[src/rtl/ariane_pkg.sv]
// rtl/ariane_pkg.sv - shared CLIC arbiter types and constants
package ariane_pkg;

   localparam int ClicLvlWidth = 8;

   typedef enum logic [1:0] {
      IDLE = 2'd0,
      REQ  = 2'd1,
      CLR  = 2'd2
   } clic_arb_state_e;

endpackage

[src/rtl/clic_irq_arbiter_if.sv]
// rtl/clic_irq_arbiter_if.sv - arbiter-to-decoder request/ack/clear handshake
interface clic_irq_arbiter_if
   import ariane_pkg::*;
#(
   parameter int NumSrc   = 64,
   parameter int LvlWidth = ClicLvlWidth
) ();

   logic [NumSrc-1:0]   irq_o;
   logic [LvlWidth-1:0] irq_level_o;
   logic                irq_ack_i;
   logic [NumSrc-1:0]   clr_o;

   modport master (output irq_o, output irq_level_o, output clr_o, input irq_ack_i);
   modport slave  (input irq_o, input irq_level_o, input clr_o, output irq_ack_i);

endinterface

[src/rtl/clic_max_tree.sv]
// rtl/clic_max_tree.sv - combinational max-level compare tree, ties go to the higher index
module clic_max_tree
   import ariane_pkg::*;
#(
   parameter int NumSrc   = 64,
   parameter int LvlWidth = ClicLvlWidth,
   parameter int IdW      = (NumSrc > 1) ? $clog2(NumSrc) : 1
) (
   input  logic [NumSrc-1:0]          valid_i,
   input  logic [NumSrc*LvlWidth-1:0] level_i,
   output logic                       valid_o,
   output logic [IdW-1:0]             id_o,
   output logic [LvlWidth-1:0]        level_o
);

   localparam int P = 1 << IdW;

   logic [P-1:0]          v_pad;
   logic [P*LvlWidth-1:0] l_pad;
   logic                  node_v  [2*P-1];
   logic [LvlWidth-1:0]   node_l  [2*P-1];
   logic [IdW-1:0]        node_id [2*P-1];

   assign v_pad = P'(valid_i);
   assign l_pad = (P*LvlWidth)'(level_i);

   // Heap layout: leaves at P-1.., node k has children 2k+1 (lower ids) and 2k+2 (higher ids).
   always_comb begin
      for (int k = 0; k < 2*P-1; k++) begin
         node_v[k]  = 1'b0;
         node_l[k]  = '0;
         node_id[k] = '0;
      end
      for (int i = 0; i < P; i++) begin
         node_v[P-1+i]  = v_pad[i];
         node_l[P-1+i]  = l_pad[i*LvlWidth +: LvlWidth];
         node_id[P-1+i] = IdW'(i);
      end
      for (int k = P-2; k >= 0; k--) begin
         if (node_v[2*k+2] && (!node_v[2*k+1] || node_l[2*k+2] >= node_l[2*k+1])) begin
            node_v[k]  = 1'b1;
            node_l[k]  = node_l[2*k+2];
            node_id[k] = node_id[2*k+2];
         end else begin
            node_v[k]  = node_v[2*k+1];
            node_l[k]  = node_l[2*k+1];
            node_id[k] = node_id[2*k+1];
         end
      end
   end

   assign valid_o = node_v[0];
   assign id_o    = node_id[0];
   assign level_o = node_l[0];

endmodule

[src/rtl/clic_irq_arbiter.sv]
// rtl/clic_irq_arbiter.sv - CLIC request arbiter FSM; CLIC_ARB_PREEMPT_EN enables preemption
module clic_irq_arbiter
   import ariane_pkg::*;
#(
   parameter int NumSrc   = 64,
   parameter int LvlWidth = ClicLvlWidth
) (
   input  logic                       clk_i,
   input  logic                       rst_i,
   input  logic [NumSrc-1:0]          pend_i,
   input  logic [NumSrc-1:0]          ie_i,
   input  logic [NumSrc*LvlWidth-1:0] level_i,
   input  logic [LvlWidth-1:0]        thresh_i,
   input  logic                       mie_i,
   clic_irq_arbiter_if.master         core
);

   localparam int IdW = (NumSrc > 1) ? $clog2(NumSrc) : 1;

`ifdef CLIC_ARB_PREEMPT_EN
   localparam bit PreemptEn = 1'b1;
`else
   localparam bit PreemptEn = 1'b0;
`endif

   clic_arb_state_e     state;
   logic [IdW-1:0]      held_id;
   logic [LvlWidth-1:0] held_lvl;
   logic [NumSrc-1:0]   irq_q;
   logic [NumSrc-1:0]   clr_q;

   logic [NumSrc-1:0]   elig;
   logic                win_valid;
   logic [IdW-1:0]      win_id;
   logic [LvlWidth-1:0] win_lvl;
   logic                held_elig;
   logic                preempt;

   function automatic logic [NumSrc-1:0] onehot(input logic [IdW-1:0] id);
      return NumSrc'(1) << id;
   endfunction

   // Level 0 can never win: the compare is strict against an unsigned threshold.
   always_comb begin
      elig = '0;
      for (int i = 0; i < NumSrc; i++) begin
         elig[i] = pend_i[i] & ie_i[i] & mie_i &
                   (level_i[i*LvlWidth +: LvlWidth] > thresh_i);
      end
   end

   clic_max_tree #(
      .NumSrc   (NumSrc),
      .LvlWidth (LvlWidth),
      .IdW      (IdW)
   ) u_tree (
      .valid_i (elig),
      .level_i (level_i),
      .valid_o (win_valid),
      .id_o    (win_id),
      .level_o (win_lvl)
   );

   assign held_elig = elig[held_id];
   assign preempt   = PreemptEn && win_valid && (win_lvl > held_lvl);

   always_ff @(posedge clk_i) begin
      if (rst_i) begin
         state    <= IDLE;
         held_id  <= '0;
         held_lvl <= '0;
         irq_q    <= '0;
         clr_q    <= '0;
      end else begin
         clr_q <= '0;
         unique case (state)
            IDLE: begin
               if (win_valid) begin
                  state    <= REQ;
                  held_id  <= win_id;
                  held_lvl <= win_lvl;
                  irq_q    <= onehot(win_id);
               end
            end
            REQ: begin
               // Ack outranks withdrawal and preemption in the same cycle.
               if (core.irq_ack_i) begin
                  state    <= CLR;
                  clr_q    <= onehot(held_id);
                  irq_q    <= '0;
                  held_id  <= '0;
                  held_lvl <= '0;
               end else if (!held_elig) begin
                  state    <= IDLE;
                  irq_q    <= '0;
                  held_id  <= '0;
                  held_lvl <= '0;
               end else if (preempt) begin
                  held_id  <= win_id;
                  held_lvl <= win_lvl;
                  irq_q    <= onehot(win_id);
               end
            end
            CLR: begin
               state <= IDLE;
            end
            default: begin
               state    <= IDLE;
               irq_q    <= '0;
               held_id  <= '0;
               held_lvl <= '0;
            end
         endcase
      end
   end

   assign core.irq_o       = irq_q;
   assign core.irq_level_o = held_lvl;
   assign core.clr_o       = clr_q;

endmodule

[src/flat_wrapper.sv]
// flat-port wrapper written by rule: the top's interface ports become plain ports
module clic_irq_arbiter_flat import ariane_pkg::*;
#(
   parameter int NumSrc   = 64,
   parameter int LvlWidth = ClicLvlWidth
)
  (clk_i, rst_i, pend_i, ie_i, level_i, thresh_i, mie_i, core_irq_o, core_irq_level_o, core_clr_o, core_irq_ack_i);
  clic_irq_arbiter_if #(.NumSrc(NumSrc), .LvlWidth(LvlWidth)) core_i ();
  input  logic clk_i;
  input  logic rst_i;
  input  logic [NumSrc-1:0] pend_i;
  input  logic [NumSrc-1:0] ie_i;
  input  logic [NumSrc*LvlWidth-1:0] level_i;
  input  logic [LvlWidth-1:0] thresh_i;
  input  logic mie_i;
  output wire logic [$bits(core_i.irq_o)-1:0] core_irq_o;
  output wire logic [$bits(core_i.irq_level_o)-1:0] core_irq_level_o;
  output wire logic [$bits(core_i.clr_o)-1:0] core_clr_o;
  input wire logic [$bits(core_i.irq_ack_i)-1:0] core_irq_ack_i;
  assign core_irq_o = core_i.irq_o;
  assign core_irq_level_o = core_i.irq_level_o;
  assign core_clr_o = core_i.clr_o;
  assign core_i.irq_ack_i = core_irq_ack_i;
  clic_irq_arbiter #(.NumSrc(NumSrc), .LvlWidth(LvlWidth)) u_core (.clk_i(clk_i), .rst_i(rst_i), .pend_i(pend_i), .ie_i(ie_i), .level_i(level_i), .thresh_i(thresh_i), .mie_i(mie_i), .core(core_i));
endmodule
[config.mk]
export PLATFORM = sky130hd
export DESIGN_NAME = clic_irq_arbiter_flat
export DESIGN_NICKNAME = d
export VERILOG_FILES = /design/src/rtl/ariane_pkg.sv /design/src/rtl/clic_irq_arbiter_if.sv /design/src/rtl/clic_max_tree.sv /design/src/rtl/clic_irq_arbiter.sv /design/src/flat_wrapper.sv
export SDC_FILE = /design/constraint.sdc
export NUM_CORES = 2
export LEC_CHECK = 0
export ABC_AREA = 0
export CAP_MARGIN = 10
export CORE_MARGIN = 4
export CORE_UTILIZATION = 40
export DETAILED_ROUTE_END_ITERATION = 12
export PLACE_DENSITY = 0.7
export SYNTH_ARGS = -nofsm -noshare
export SYNTH_HDL_FRONTEND = slang
export SYNTH_HIERARCHICAL = 1
export SYNTH_SLANG_ARGS = --single-unit
[constraint.sdc]
create_clock -name clk_i -period 17.5 [get_ports clk_i]
set_input_delay 1.75 -clock clk_i [delete_from_list [all_inputs] [get_ports clk_i]]
set_output_delay 1.75 -clock clk_i [all_outputs]
set_load 0.005 [all_outputs]
# Word level (Yosys, flattened, before mapping)

Cells that the tools add are included.

Flip-flop bits (word level): 144
Input bits: 652
Output and inout bits: 136
Word-level logic and storage cells: 734

$lt $le $gt $ge: 128
Equality and inequality tests: 4
Shifts and indexed selects: 2
Muxes and demuxes: 207
Bitwise operators: 195
Reductions and logical operators: 193

Operators with widths:

| cell                                                                   | number |
|---|---|
| 8-bit 2-to-1 mux                                                       | 66 |
| 8-bit > comparator                                                     | 64 |
| 8-bit >= comparator                                                    | 63 |
| 6-bit 2-to-1 mux                                                       | 34 |
| 1-bit AND                                                              | 192 |
| 64-bit 2-to-1 mux                                                      | 3 |
| 64-bit one-hot mux with 3 select lines                                 | 1 |
| 1-bit by 6-bit << shifter with 64-bit output (first input constant)    | 2 |
| 1-bit 2-to-1 mux                                                       | 96 |
| 1-bit logical AND                                                      | 63 |
| 1-bit logical NOT                                                      | 63 |
| 1-bit logical OR                                                       | 63 |
| 8-bit one-hot mux with 3 select lines                                  | 1 |
| 6-bit one-hot mux with 3 select lines                                  | 1 |
| 6-bit by 7-bit < comparator with 1-bit output (second input constant)  | 1 |
| 1-bit binary-select mux with 6-bit select                              | 1 |
| 2-bit 2-to-1 mux                                                       | 3 |
| 2-bit one-hot mux with 2 select lines                                  | 1 |
| 3-bit != test (second input constant)                                  | 1 |
| 1-bit inverter                                                         | 3 |
| 3-bit AND reduction                                                    | 1 |
| 3-bit OR reduction                                                     | 1 |
| 2-bit by 1-bit equality test with 1-bit output (second input constant) | 1 |
| 2-bit equality test (second input constant)                            | 1 |
| 3 further kinds                                                        | 3 |

# Logic depth before layout (Yosys ltp)

Word-level depth: 30
Gate-level depth with buffers: 68
Mapped depth without buffers: 63

# By module

Netlist, hierarchy kept.

By module, submodules not included:

| module           | times used | cells an instance | area an instance (µm²) | sequential area each (µm²) |
|---|---|---|---|---|
| clic_max_tree    | 1          | 2766              | 20527.2                | 0.0 |
| clic_irq_arbiter | 1          | 2155              | 17932.2                | 2882.8 |

# Worst setup path before layout

Ideal clock, no wire load.

Kind: in2reg
Start: input thresh_i[1]
End: register u_core.irq_q[38] (netlist: u_core/core.irq_o[38])
Library setup time: 0.074 ns
Arrival: 15.276 ns
Required time: 17.426 ns
Setup slack: 2.150 ns
Stages on the path: 67
Path buffers: 9
Cell sequence: inv_1 ha_1 nor2b_1 o211ai_1 a21oi_1 a2111oi_1 nor4_1 nand2b_1 o21ai_0 a21oi_1 clkbuf_1 mux2i_1 inv_1 ha_1 nor2b_1 o21ai_0 a31oi_1 o21ai_0 [31 not listed] o21ai_1 a2111oi_0 o21ai_1 ha_1 nand2b_1 a21o_1 a21o_1 a21oi_1 o22ai_1 o31ai_2 inv_2 a211oi_1 a31o_2 clkbuf_1 and3_1 nor2b_1 a32oi_1 o21ai_0

Longest elaborated chain between the ends: 29
Elaborated cells on any way between the ends: 544
Classes of those cells: 95 x order compare; 2 x eq/ne; 1 x shift; 192 x mux; 64 x bitwise; 190 x reduce/logical

RTL lines:

| item                                                            | line                    | source |
|---|---|---|
| from (decl)                                                     | flat_wrapper.sv:14      | `input logic [LvlWidth-1:0] thresh_i;` |
| 8-bit > comparator (*)                                          | clic_irq_arbiter.sv:48  | `(level_i[i*LvlWidth +: LvlWidth] > thresh_i);` |
| 1-bit AND (*)                                                   | clic_irq_arbiter.sv:47  | `elig[i] = pend_i[i] & ie_i[i] & mie_i &` |
| via u_core.elig[20]                                             | clic_irq_arbiter.sv:32  | `logic [NumSrc-1:0] elig;` |
| 1-bit logical NOT                                               | clic_max_tree.sv:40     | `if (node_v[2*k+2] && (!node_v[2*k+1] \|\| node_l[2*k+2] >= node_l[2*k+1])) begin` |
| 1-bit logical OR                                                | clic_max_tree.sv:40     |  |
| 1-bit logical AND                                               | clic_max_tree.sv:40     |  |
| 8-bit 2-to-1 mux / 1-bit 2-to-1 mux (equally long branches)     | clic_max_tree.sv:40     |  |
| 8-bit >= comparator / 1-bit logical NOT (equally long branches) | clic_max_tree.sv:40     |  |
| [15 not listed]                                                 | -                       |  |
| 8-bit >= comparator / 1-bit logical NOT (equally long branches) | clic_max_tree.sv:40     |  |
| 1-bit logical OR                                                | clic_max_tree.sv:40     |  |
| 1-bit logical AND                                               | clic_max_tree.sv:40     |  |
| 6-bit 2-to-1 mux (*)                                            | clic_max_tree.sv:40     |  |
| via u_core.win_id[5]                                            | clic_irq_arbiter.sv:34  | `logic [IdW-1:0] win_id;` |
| 1-bit by 6-bit << shifter with 64-bit output (*)                | clic_irq_arbiter.sv:40  | `return NumSrc'(1) << id;` |
| 64-bit 2-to-1 mux (*)                                           | clic_irq_arbiter.sv:78  | `if (win_valid) begin` |
| 64-bit one-hot mux with 3 select lines (*)                      | clic_irq_arbiter.sv:76  | `unique case (state)` |
| to (signal assigned)                                            | clic_irq_arbiter.sv:82  | `irq_q <= onehot(win_id);` |
| to (signal assigned)                                            | clic_irq_arbiter.sv:101 | `irq_q <= onehot(win_id);` |
| to (decl)                                                       | clic_irq_arbiter.sv:29  | `logic [NumSrc-1:0] irq_q;` |

Mark *: on every way through the listed nets, which the timed path passes. The rest lies on a longest branch. The select of a mux whose other input is x is not followed.
A chain may end at the register's enable or synchronous reset.

# Worst setup path in the final report

Start: input thresh_i[1]
End: register u_core.irq_q[16] (netlist: u_core/core.irq_o[16])

Longest elaborated chain between the ends: 29
Elaborated cells on any way between the ends: 544
Classes of those cells: 95 x order compare; 2 x eq/ne; 1 x shift; 192 x mux; 64 x bitwise; 190 x reduce/logical

RTL lines:

| item                                             | line |
|---|---|
| 8-bit > comparator (*)                           | clic_irq_arbiter.sv:48 |
| 1-bit AND (*)                                    | clic_irq_arbiter.sv:47 |
| via u_core.elig[58]                              | clic_irq_arbiter.sv:32 |
| 1-bit logical NOT                                | clic_max_tree.sv:40 |
| 1-bit logical OR                                 | clic_max_tree.sv:40 |
| 1-bit logical AND                                | clic_max_tree.sv:40 |
| 8-bit 2-to-1 mux                                 | clic_max_tree.sv:40 |
| 8-bit >= comparator                              | clic_max_tree.sv:40 |
| [15 not listed]                                  | - |
| 8-bit >= comparator                              | clic_max_tree.sv:40 |
| 1-bit logical OR                                 | clic_max_tree.sv:40 |
| 1-bit logical AND                                | clic_max_tree.sv:40 |
| 6-bit 2-to-1 mux (*)                             | clic_max_tree.sv:40 |
| via u_core.win_id[0]                             | clic_irq_arbiter.sv:34 |
| 1-bit by 6-bit << shifter with 64-bit output (*) | clic_irq_arbiter.sv:40 |
| 64-bit 2-to-1 mux (*)                            | clic_irq_arbiter.sv:78 |
| 64-bit one-hot mux with 3 select lines (*)       | clic_irq_arbiter.sv:76 |

Marked as above.

==> metrics.md <==
| Metric | Value |
|---|---|
| Num CTS Buffers | `17` |
| Critical path startpoint | `thresh_i[1]` |
| Final GP Congestion | `0.993` |
| GR Overflow Total | `0` |
| Crit-path slowest cell | `a211oi_2` |
| Ys flop type | `dfxtp_1` |
| Status | `finished, final reports clean` |
| Yosys reg bits | `144` |
| Synth cell count leaders | `ha_1 (1016), inv_1 (602), a21oi_1 (328)` |
| Crit path time final | `between 15 and 20 ns` |
| PnR worst setup slack | `0.930 ns` |
| Length of routed wiring on met1 | `72100 um` |
| Pre-antenna DRT Iters | `6` |
| Final Hold Fails | `0` |
| Initial drt markers | `3640` |
| RR Startpoint | `u_core/held_id[0]$_SDFFE_PP0P_` |
| Synth area leaders | `ha_1 (33%), dfxtp_1 (7.5%), mux2i_1 (7.3%), inv_1 (5.9%), a21oi_1 (4.3%)` |
| Routed Antenna Nets | `0` |
| Share of cells above drive strength 1 | `under 10%` |
| Metal3 WL | `13000 um` |
| Drt drc | `0` |
| DIE AREA | `101000 sq um` |
| Mean Syn Cell Area | `about 7.8 sq um` |
| CTS tree | `done` |
| Longest Clk Path Bufs | `2` |
| Number of synthesized flops with an enable pin | `0` |
| Final Non-Filler Cells | `6958` |
| Peak VDD IR | `about 0.000051 V` |
| Final setup TNS | `0 ns` |
| Number of H-tree levels | `4` |
| CP Class | `primary input to flip-flop` |
| Pin count of the biggest net entering global routing | `96` |
| Crit path largest cell delay | `0.85 ns` |
| Synth unique cells | `107` |
| Row Count | `about 110` |
| Die height | `318 um` |
| Crit path buf inv count | `6` |
| Routed Wire Length | `around 170000 um` |
| Die width | `roughly 320 um` |
| Final setup fails | `0` |
| Hold buffer count at CTS | `0` |
| Final core occ | `about half` |
| Wire per inst | `approximately 25 um` |
| FFs w/ async S/R, synth | `0%` |
| First-pass GRT wire length | `~260000 um` |
| Synth area leader | `ha_1` |
| DR vias | `42100` |
| Slew headroom | `24.8%` |
| Clock sinks | `144` |
| Top Metal Used | `met5` |
| Vias per inst | `6.04` |
| Seq/Total Area, Yosys | `7.50%` |
| CTS clk-pin slew, worst paths | `~0.070 ns` |
| Worst Skew | `0.0105 ns` |
| Initial antenna violation count | `42` |
| Worst EP arrival | `16.95 ns` |
| Synthesized net count | `6589` |
| Fmax | `60.3 MHz` |
| Max Fanout on Critical Path | `17` |
| Min-delay worst type | `flip-flop to flip-flop` |
| CP top delay family | `compound AO/OA/AOI/OAI gates` |
| Core Area | `95200 sq um` |
| Fin. max-slew vios | `0` |
| Ys Warns | `6` |
| Worst slew pin tran | `1.12 ns` |
| Power per cell area | `56.1 nW/um^2` |
| Worst EP required | `around 18 ns` |
| Placed insts | `a little under 7000` |
| Port Buffers | `a little under 800` |
| Pre-CTS WS | `0.121 ns` |
| Initial Util | `between 40% and 50%` |
| DP Wirelength | `146000 um` |
| WL met2 | `80800 um` |
| Synthesized cell area | `about 38000 sq um` |
| LEAKAGE | `around 23 nW` |
| Setup crit start kind | `primary input` |
| Vias in the first global route | `40800` |
| Period Utilization, post-route | `a little over nine tenths` |
| Syn-to-layout area delta | `26.3%` |
| Post-synth top area share | `around 33%` |
| IO Pins | `about 790` |
| Clock Latency Late Sink | `0.46 ns` |
| Most instantiated library cell after synthesis | `ha_1` |
| Final #Nets | `~7300` |
| Crit. End Element | `flip-flop` |
| Cells after Synth | `4921` |
| Root buffer cell | `clkbuf_16` |
| MaxCap Viol Count | `0` |
| Total GRT Usage | `32.6%` |
| Hold path start | `u_core/core.irq_level_o[7]$_SDFFE_PP0P_` |
[what timing repair did]
item,in CTS,in global routing
buffers inserted,0,1
gates resized for setup,0,6
setup endpoints to repair,0,65
hold endpoints to repair,0,0
[routing by layer]
metal | global-route usage, % | vias up
met5 | 0 | -
met4 | 14.9 | 14
met3 | 5.62 | 390
met2 | 55.3 | 1897
met1 | 40.2 | 19700
li1 | - | 20100
[cell type report]
type	count	area, sq um
Antenna cell	30	75.1
Clock buffer	19	433
Clock inverter	13	125
Fill cell	9147	46600
Inverter	606	2280
Multi-Input combinational cell	4024	32700
Sequential cell	144	2890
Tap cell	1265	1580
Timing Repair Buffer	857	8470
[where the power goes]
part           leakage [nW]  internal [mW]  switching (mW)
sequential             1.16          0.357          0.0329
combinational          21.4          0.749            1.22
clock                 0.270          0.198           0.161
[per-stage QoR]
stage / hold WS, ns / total power [mW] / instance area [sq um]
floorplan: 0.467 / 1.50 / 38500
global placement: 0.469 / 2.28 / 47900
detailed placement: 0.483 / 2.30 / 47900
CTS: 0.493 / 2.67 / 48400
global route: 0.514 / 2.91 / 48500
finish: 0.494 / 2.72 / 48600
[final timing paths]
check                                            endpoint  slack, ns  cells past startpoint
setup reg to reg       u_core/core.irq_o[58]$_SDFFE_PP0P_      13.27                     11
hold reg to reg   u_core/core.irq_level_o[7]$_SDFFE_PP0P_       0.49                      2
setup / recovery       u_core/core.irq_o[16]$_SDFFE_PP0P_       0.93                     58
hold / removal    u_core/core.irq_level_o[7]$_SDFFE_PP0P_       0.49                      2
[worst min-delay path, cell delays in order, from the launching register on]
cell and delay [ns]:
dfxtp_1 0.32, inv_1 0.05, o41ai_1 0.07
[flip-flops by register name (all words and copies together) (netlist names)]
name                     cells
u_core/core.clr_o           64
u_core/core.irq_level_o      8
u_core/core.irq_o           64
u_core/held_id               6
u_core/state                 2
[cells by family (layout without fill, tap and decap cells)]
kind of cell    after synthesis  count (layout)  share of synthesized area (%)
compound gates             1416            1416                           26.2
fa+ha+maj                  1016            1016                           33.1
buf+inv                     753            1495                           7.69
flops                       144             144                           7.50
mux                         344             344                           9.22
other cells                   0              30                              0
simple gates               1248            1248                           16.4
[cell usage in the layout (no fill, tap or decap), drive strengths merged, types with 64 or more instances in the layout]
cell type,Yosys,layout
a2111oi,64,64
a211oi,120,120
a21o,94,94
a21oi,337,337
a32oi,77,77
buf,56,72
clkdlybuf4s50,0,785
dfxtp,144,144
ha,1016,1016
inv,606,605
mux2i,283,283
nand2,242,242
nand2b,77,77
nand3,149,149
nand4,136,136
nor2,321,321
nor2b,86,86
o21ai,247,247
(Power assumes the default switching activity.)
